**src/rtl/ex_stage_pkg.sv**
```systemverilog
// Shared definitions for the execute stage: ALU control encodings, R-type
// function codes, multiplier FSM state type and multiply timing.
package ex_stage_pkg;

    // ALUop encodings driven by the decode stage
    localparam logic [1:0] ALUOP_ADD   = 2'b00;
    localparam logic [1:0] ALUOP_SUB   = 2'b01;
    localparam logic [1:0] ALUOP_RTYPE = 2'b10;
    localparam logic [1:0] ALUOP_ADDI  = 2'b11;

    // R-type function codes taken from offsetIn[5:0]
    localparam logic [5:0] FUNCT_ADD  = 6'h20;
    localparam logic [5:0] FUNCT_SUB  = 6'h22;
    localparam logic [5:0] FUNCT_AND  = 6'h24;
    localparam logic [5:0] FUNCT_OR   = 6'h25;
    localparam logic [5:0] FUNCT_SLT  = 6'h2A;
    localparam logic [5:0] FUNCT_MULT = 6'h18;

    // One product bit is resolved per cycle, so a 32-bit multiply takes 32 cycles
    localparam int         MULT_CYCLES  = 32;
    localparam logic [4:0] MUL_LAST_CNT = 5'(MULT_CYCLES - 1);

    // Iterative multiplier states
    typedef enum logic {
        ST_IDLE = 1'b0,
        ST_MUL  = 1'b1
    } mul_state_e;

    // True when the ALU control selects the iterative multiply
    function automatic logic is_mult_op(input logic [1:0] aluop, input logic [5:0] funct);
        return (aluop == ALUOP_RTYPE) && (funct == FUNCT_MULT);
    endfunction

endpackage

```
**src/rtl/ex_stage_mul.sv**
```systemverilog
// Iterative shift-add multiplier. Operands are latched on start; each cycle
// in MUL adds the shifted multiplicand when the current multiplier bit is set.
// The low 32 bits of an unsigned shift-add product equal the low 32 bits of the
// two's-complement signed product, so no sign handling is needed.
// product_o presents the accumulator including the current step, so during the
// final iteration (last_o high) it already holds the complete product.
module seq_multiplier
    import ex_stage_pkg::*;
(
    input  logic        clock,
    input  logic        reset_n,
    input  logic        start_i,
    input  logic [31:0] a_i,
    input  logic [31:0] b_i,
    output logic        busy_o,
    output logic        last_o,
    output logic [31:0] product_o
);

    mul_state_e  state_q;
    logic [4:0]  cnt_q;
    logic [31:0] acc_q;
    logic [31:0] mcand_q;
    logic [31:0] mplier_q;
    logic [31:0] step_sum_s;

    // Accumulator value after folding in the current multiplier bit
    always_comb begin
        if (mplier_q[0]) begin
            step_sum_s = acc_q + mcand_q;
        end else begin
            step_sum_s = acc_q;
        end
    end

    // Multiplier FSM: latch operands on start, then one product bit per cycle
    always_ff @(posedge clock or negedge reset_n) begin
        if (!reset_n) begin
            state_q  <= ST_IDLE;
            cnt_q    <= 5'd0;
            acc_q    <= 32'd0;
            mcand_q  <= 32'd0;
            mplier_q <= 32'd0;
        end else begin
            case (state_q)
                ST_IDLE: begin
                    if (start_i) begin
                        acc_q    <= 32'd0;
                        mcand_q  <= a_i;
                        mplier_q <= b_i;
                        cnt_q    <= 5'd0;
                        state_q  <= ST_MUL;
                    end else begin
                        state_q  <= ST_IDLE;
                    end
                end
                ST_MUL: begin
                    acc_q    <= step_sum_s;
                    mcand_q  <= {mcand_q[30:0], 1'b0};
                    mplier_q <= {1'b0, mplier_q[31:1]};
                    if (cnt_q == MUL_LAST_CNT) begin
                        cnt_q   <= 5'd0;
                        state_q <= ST_IDLE;
                    end else begin
                        cnt_q   <= cnt_q + 5'd1;
                        state_q <= ST_MUL;
                    end
                end
                default: begin
                    cnt_q   <= 5'd0;
                    state_q <= ST_IDLE;
                end
            endcase
        end
    end

    assign busy_o    = (state_q == ST_MUL);
    assign last_o    = (state_q == ST_MUL) && (cnt_q == MUL_LAST_CNT);
    assign product_o = step_sum_s;

endmodule

```
**src/rtl/ex_stage.sv**
```systemverilog
// Pipeline execute stage: operand forwarding, ALU, branch target adder,
// destination select and the EX/MEM pipeline register. Multiplies are handed
// to seq_multiplier and the earlier stages are stalled until it finishes.
module ex_stage
    import ex_stage_pkg::*;
(
    input  logic        clock,
    input  logic        reset_n,
    // ID/EX register
    input  logic [1:0]  writeBackIn,
    input  logic [2:0]  memoryIn,
    input  logic [1:0]  ALUop,
    input  logic        ALUSrc,
    input  logic        RegDst,
    input  logic [6:0]  pcIn,
    input  logic [31:0] register1In,
    input  logic [31:0] register2In,
    input  logic [31:0] offsetIn,
    input  logic [4:0]  registerTargetIn,
    input  logic [4:0]  registerDestinationIn,
    // Forwarding sources
    input  logic        memRegWrite,
    input  logic [4:0]  memRd,
    input  logic [31:0] memData,
    input  logic        wbRegWrite,
    input  logic [4:0]  wbRd,
    input  logic [31:0] wbData,
    // EX/MEM register
    output logic [1:0]  writeBackOut,
    output logic [2:0]  memoryOut,
    output logic [31:0] aluResultOut,
    output logic [31:0] writeDataOut,
    output logic [4:0]  registerDestOut,
    output logic        zeroOut,
    output logic [6:0]  branchTargetOut,
    // Hazard control
    output logic        stallOut
);

    logic [4:0]  rs_s;
    logic [5:0]  funct_s;
    logic [31:0] fwd_a_s;
    logic [31:0] fwd_b_s;
    logic [31:0] alu_b_s;
    logic [31:0] alu_res_s;
    logic [31:0] result_s;
    logic        mult_op_s;
    logic        mul_start_s;
    logic        mul_busy_s;
    logic        mul_last_s;
    logic [31:0] mul_product_s;
    logic        stall_s;

    logic [1:0]  wb_d,     wb_q;
    logic [2:0]  mem_d,    mem_q;
    logic [31:0] alu_d,    alu_q;
    logic [31:0] wdata_d,  wdata_q;
    logic [4:0]  rd_d,     rd_q;
    logic        zero_d,   zero_q;
    logic [6:0]  btgt_d,   btgt_q;

    assign rs_s      = offsetIn[25:21];
    assign funct_s   = offsetIn[5:0];
    assign mult_op_s = is_mult_op(ALUop, funct_s);

    // Operand A forwarding: the younger EX/MEM result wins over MEM/WB; r0 never forwards
    always_comb begin
        if (memRegWrite && (memRd != 5'd0) && (memRd == rs_s)) begin
            fwd_a_s = memData;
        end else if (wbRegWrite && (wbRd != 5'd0) && (wbRd == rs_s)) begin
            fwd_a_s = wbData;
        end else begin
            fwd_a_s = register1In;
        end
    end

    // Operand B forwarding against rt, same priority as operand A
    always_comb begin
        if (memRegWrite && (memRd != 5'd0) && (memRd == registerTargetIn)) begin
            fwd_b_s = memData;
        end else if (wbRegWrite && (wbRd != 5'd0) && (wbRd == registerTargetIn)) begin
            fwd_b_s = wbData;
        end else begin
            fwd_b_s = register2In;
        end
    end

    // ALU B input: immediate for I-type, forwarded register otherwise
    always_comb begin
        if (ALUSrc) begin
            alu_b_s = offsetIn;
        end else begin
            alu_b_s = fwd_b_s;
        end
    end

    // Single-cycle ALU; multiply falls through to add here and takes its result from the multiplier
    always_comb begin
        alu_res_s = fwd_a_s + alu_b_s;
        case (ALUop)
            ALUOP_ADD, ALUOP_ADDI: alu_res_s = fwd_a_s + alu_b_s;
            ALUOP_SUB:             alu_res_s = fwd_a_s - alu_b_s;
            ALUOP_RTYPE: begin
                case (funct_s)
                    FUNCT_ADD: alu_res_s = fwd_a_s + alu_b_s;
                    FUNCT_SUB: alu_res_s = fwd_a_s - alu_b_s;
                    FUNCT_AND: alu_res_s = fwd_a_s & alu_b_s;
                    FUNCT_OR:  alu_res_s = fwd_a_s | alu_b_s;
                    FUNCT_SLT: alu_res_s = ($signed(fwd_a_s) < $signed(alu_b_s)) ? 32'd1 : 32'd0;
                    default:   alu_res_s = fwd_a_s + alu_b_s;
                endcase
            end
            default: alu_res_s = fwd_a_s + alu_b_s;
        endcase
    end

    // A multiply is launched only from idle; the held ID/EX keeps it presented until done
    always_comb begin
        if (mult_op_s && !mul_busy_s) begin
            mul_start_s = 1'b1;
        end else begin
            mul_start_s = 1'b0;
        end
    end

    seq_multiplier u_mul (
        .clock     (clock),
        .reset_n   (reset_n),
        .start_i   (mul_start_s),
        .a_i       (fwd_a_s),
        .b_i       (fwd_b_s),
        .busy_o    (mul_busy_s),
        .last_o    (mul_last_s),
        .product_o (mul_product_s)
    );

    // Stall while a multiply is launching or iterating; released on the final iteration
    always_comb begin
        if (!reset_n) begin
            stall_s = 1'b0;
        end else if (mul_busy_s && !mul_last_s) begin
            stall_s = 1'b1;
        end else if (!mul_busy_s && mult_op_s) begin
            stall_s = 1'b1;
        end else begin
            stall_s = 1'b0;
        end
    end

    // Result select: completed product on the multiplier's final cycle, ALU otherwise
    always_comb begin
        if (mul_last_s) begin
            result_s = mul_product_s;
        end else begin
            result_s = alu_res_s;
        end
    end

    // EX/MEM next state; a stalled cycle injects a bubble by clearing the control fields
    always_comb begin
        if (stall_s) begin
            wb_d  = 2'b00;
            mem_d = 3'b000;
        end else begin
            wb_d  = writeBackIn;
            mem_d = memoryIn;
        end
        alu_d   = result_s;
        zero_d  = (result_s == 32'd0);
        wdata_d = fwd_b_s;
        btgt_d  = pcIn + offsetIn[6:0];
        if (RegDst) begin
            rd_d = registerDestinationIn;
        end else begin
            rd_d = registerTargetIn;
        end
    end

    // EX/MEM pipeline register
    always_ff @(posedge clock or negedge reset_n) begin
        if (!reset_n) begin
            wb_q    <= 2'b00;
            mem_q   <= 3'b000;
            alu_q   <= 32'd0;
            wdata_q <= 32'd0;
            rd_q    <= 5'd0;
            zero_q  <= 1'b0;
            btgt_q  <= 7'd0;
        end else begin
            wb_q    <= wb_d;
            mem_q   <= mem_d;
            alu_q   <= alu_d;
            wdata_q <= wdata_d;
            rd_q    <= rd_d;
            zero_q  <= zero_d;
            btgt_q  <= btgt_d;
        end
    end

    assign writeBackOut    = wb_q;
    assign memoryOut       = mem_q;
    assign aluResultOut    = alu_q;
    assign writeDataOut    = wdata_q;
    assign registerDestOut = rd_q;
    assign zeroOut         = zero_q;
    assign branchTargetOut = btgt_q;
    assign stallOut        = stall_s;

endmodule

```
**config.mk**
```make
export PLATFORM = sky130hd
export DESIGN_NAME = ex_stage
export DESIGN_NICKNAME = d
export VERILOG_FILES = /design/src/rtl/ex_stage_pkg.sv /design/src/rtl/ex_stage_mul.sv /design/src/rtl/ex_stage.sv
export SDC_FILE = /design/constraint.sdc
export NUM_CORES = 1
export LEC_CHECK = 0
export ABC_CLOCK_PERIOD_IN_PS = 10900
export CORE_AREA = 8 8 185 187
export CTS_CLUSTER_SIZE = 20
export DETAILED_ROUTE_END_ITERATION = 10
export DIE_AREA = 0 0 193 195
export DONT_BUFFER_PORTS = 1
export PLACE_DENSITY = 0.77
export SLEW_MARGIN = 15
export SYNTH_ARGS = -nofsm -noshare
export SYNTH_HDL_FRONTEND = slang
export SYNTH_SLANG_ARGS = --single-unit
```
**constraint.sdc**
```tcl
create_clock -name clock -period 10.9 [get_ports clock]
set_input_delay 0.545 -clock clock [delete_from_list [all_inputs] [get_ports clock]]
set_output_delay 0.545 -clock clock [all_outputs]
set_load 0.02 [all_outputs]
```
==> results.py <==
metrics = {
    "sta": {
        "slew_headroom_pct": 23.8,
        "setup_viol": 0,
        "setup_slack_ns": 3.94,
        "rsz0062_at_grt": "false",
        "worst_pin_slew_ns": 1.14,
        "finalSetupTns_ns": 0,
        "min_period_ns": 6.96,
        "clock.fmax_ghz": 0.144,
        "period_share_pct": 63.9,
        "hold_viol_final": 0,
        "skew_ns": 0.0167,
        "maxSlewViolCount": 0,
    },
    "die": {
        "die_width_um": 193,
        "coreArea_um2": 31200,
        "ios": 283,
        "dieArea_um2": 37600,
        "rows": 65,
        "fp.dieH_um": 195,
        "initial_utilization_pct": 54.4,
    },
    "drt": {
        "vias_per_cell": 6.79,
        "routed_wl_um": 64900,
        "routedWlPerCell_um": 26.0,
        "firstDrtPassIters": 6,
        "ant_nets": 0,
        "vias": 17000,
        "drc": 0,
        "drt_iter0_drc": 1974,
    },
    "synth": {
        "postSynthAreaPerCell_um2": 7.92,
        "ys_ff_latch": 184,
        "muxShareOfSynthArea_pct": 8.65,
        "yosys.area.top_type_share_pct": 27.1,
        "synthCells": 2143,
        "synth_edf_count": 0,
        "synth_commonest_cells": "nand2_1 (243), o21ai_0 (216), dfrtp_1 (184), nor2_1 (137), a21oi_1 (133)",
        "synthSimpleGateAreaFrac_pct": 18.4,
        "synth_flop_cell": "dfrtp_1",
        "synth_compound_area_share_pct": 26.8,
        "synth_nets": 2468,
        "synth_xor_area_share_pct": 4.07,
        "synth_warnings": 0,
        "synth_top_family_by_area": "compound AO/OA/AOI/OAI gates",
        "syn_area_um2": 17000,
        "synth_area_leaders": "dfrtp_1 (27%), ha_1 (8.9%), mux2i_1 (6.7%)",
        "synthAdderAreaFrac_pct": 9.39,
        "ys_async_sr_fraction_pct": 100,
        "ys_types": 90,
        "yosysMostFrequentCell": "nand2_1",
        "ys_seq_area_share_pct": 27.1,
        "synth_top_cell_by_area": "dfrtp_1",
    },
    "cells_and_area": {
        "drive_above_1_share_pct": 7.59,
        "area_delta_synth_final_pct": 5.76,
        "layout.nets": 2407,
    },
    "worst_setup_path": {
        "r2r-end": "zeroOut",
        "critPathSlowestCell": "or2_1",
        "cp.arrival_ns": 7.33,
        "reg2reg_depth": 17,
        "crit_path_start_kind": "primary input",
        "crit_type": "in -> reg",
        "cp_cell_sequence": "or4_4 -> o211ai_2 -> or2_1 -> nor2_1 -> o31ai_1 -> ha_1 -> inv_1 -> o311ai_0 -> a31oi_1 -> a211oi_1 -> nand4b_1 -> or2_2 -> a2111oi_0 -> or3b_2 -> nand3_1 -> a211oi_1 -> nand4b_1 -> nor4_1 -> nand4bb_1 -> nor4b_2",
        "slowest_delay_ns": 0.78,
        "r2r_slack_ns": 5.02,
        "critical_path.top_delay_family": "simple AND/OR/NAND/NOR gates",
        "crit_required_ns": 11.27,
        "crit_path_end_kind": "flop",
        "crit_fanout": 26,
        "r2r-start": "u_mul.mcand_q[0]",
        "worst-path-buf-inv": 1,
    },
    "job": {
        "max-cap-violations": 0,
    },
    "cts": {
        "clk_latency_ns": 0.48,
        "cts-root-buf": "clkbuf_16",
        "clockBufferDepth": 2,
        "post_cts_buffers": 0,
        "cts_tree": "done",
        "htreeDepth": 4,
        "cts_buffers": 17,
        "clock-sinks": 184,
        "clkSlewWorstSetupHoldPaths_ns": 0.09,
    },
    "pwr": {
        "power_mw": 3.34,
        "p_leak_nw": 7.49,
        "powerDensity_nw_per_um2": 186,
        "max-vdd-ir-drop_mv": 0.128,
    },
    "global_routing": {
        "gr-total-overflow": 0,
        "grt_pass1_wl_um": 97200,
        "first_global_vias": 15900,
        "grt_start_max_net_pins": 185,
        "antenna_found_initial": 2,
        "grt_usage_pct": 33.7,
    },
    "placement": {
        "dp_slack_ns": 3.64,
        "gp_congestion": 0.965,
        "numPortBuffers": 0,
        "dp_hpwl_um": 49400,
    },
    "outcome": {
        "status": "complete, no violations",
    },
    "min_path": {
        "hold_path_class": "in -> async",
    },
}
==> registers in the layout, summed over array words and instances, names as in the netlist <==
signal	cells
aluResultOut	32
u_mul.acc_q	32
u_mul.mcand_q	32
u_mul.mplier_q	32
writeDataOut	32
branchTargetOut	7
registerDestOut	5
u_mul.cnt_q	5
memoryOut	3
writeBackOut	2
u_mul.busy_o	1
zeroOut	1
==> worst max-delay path by stage <==
stage | startpoint | end | slack, ns | cells past startpoint
finish | memRd[1] | zeroOut | 3.94 | 20
global route | memRd[1] | zeroOut | 3.65 | 20
CTS | memRd[1] | zeroOut | 4.11 | 20
detailed placement | memRd[1] | zeroOut | 3.64 | 19
global placement | memRd[1] | zeroOut | 3.70 | 19
floorplan | wbRd[3] | zeroOut | 4.79 | 23
==> layout make-up <==
class / count / area [µm²]
fill: 2884 / 13300
multi-input combinational: 1709 / 11500
sequential: 184 / 4610
tap: 402 / 503
inverter: 127 / 477
clock buffer: 19 / 443
timing repair buffer: 43 / 343
clock inverter: 13 / 113
antenna: 1 / 2.50
==> stage by stage <==
stage	utilization, %	instance area (µm²)	std cells	hold WS (ns)
after CTS	57.5	18000	2497	0.176
after detailed placement	55.6	17400	2464	0.253
after global routing	57.5	18000	2498	0.157
after global placement	55.6	17400	2464	0.254
after floorplan	-	17000	2143	0.249
final	57.5	18000	2498	0.0423
==> cells by family after synthesis <==
kind of cell	count (synthesis)
compound gates	703
buf+inv	250
simple gates	659
fa+ha+maj	125
mux	143
flops	184
xor+xnor	79
==> placed cells by master, fill, tap and decap left out, types with 18 or more instances in the layout <==
cell      instances
a21o_1           35
mux2i_1         113
o22ai_1          19
o211ai_1         20
mux2_2           30
or3_1            22
a211oi_1         30
nor2_1          133
o21a_1           18
a21oi_1         132
ha_1            121
xnor2_1          58
o21ai_0         216
buf_4            42
nand2_1         243
o31ai_1          26
and2_1           21
dfrtp_1         183
nor3_1           69
nand4_1          29
a31oi_1          37
xor2_1           21
inv_1           124
nand3_1          48
==> routing by layer <==
layer  vias to the layer above  global-route usage, %  part of all wire [%]
met2                       991                   50.0                    43
met5                         -                      0                     0
met3                       147                   9.41                    12
li1                       7701                      -                     -
met1                      8120                   45.9                    41
met4                         0                   12.9                   4.0
==> timing repair <==
action / 4_1_cts / 5_1_grt
hold endpoints to repair: 184 / 0
gates resized for setup: 0 / 0
hold buffers: 1 / 0
==> power breakdown <==
group	switching, mW	leakage [nW]	internal, mW	total [mW]
sequential	0.231	2.30	0.896	1.13
clock	0.314	0.268	0.305	0.619
combinational	0.997	4.93	0.598	1.60
Note: power is estimated with default switching activity, not from simulation.
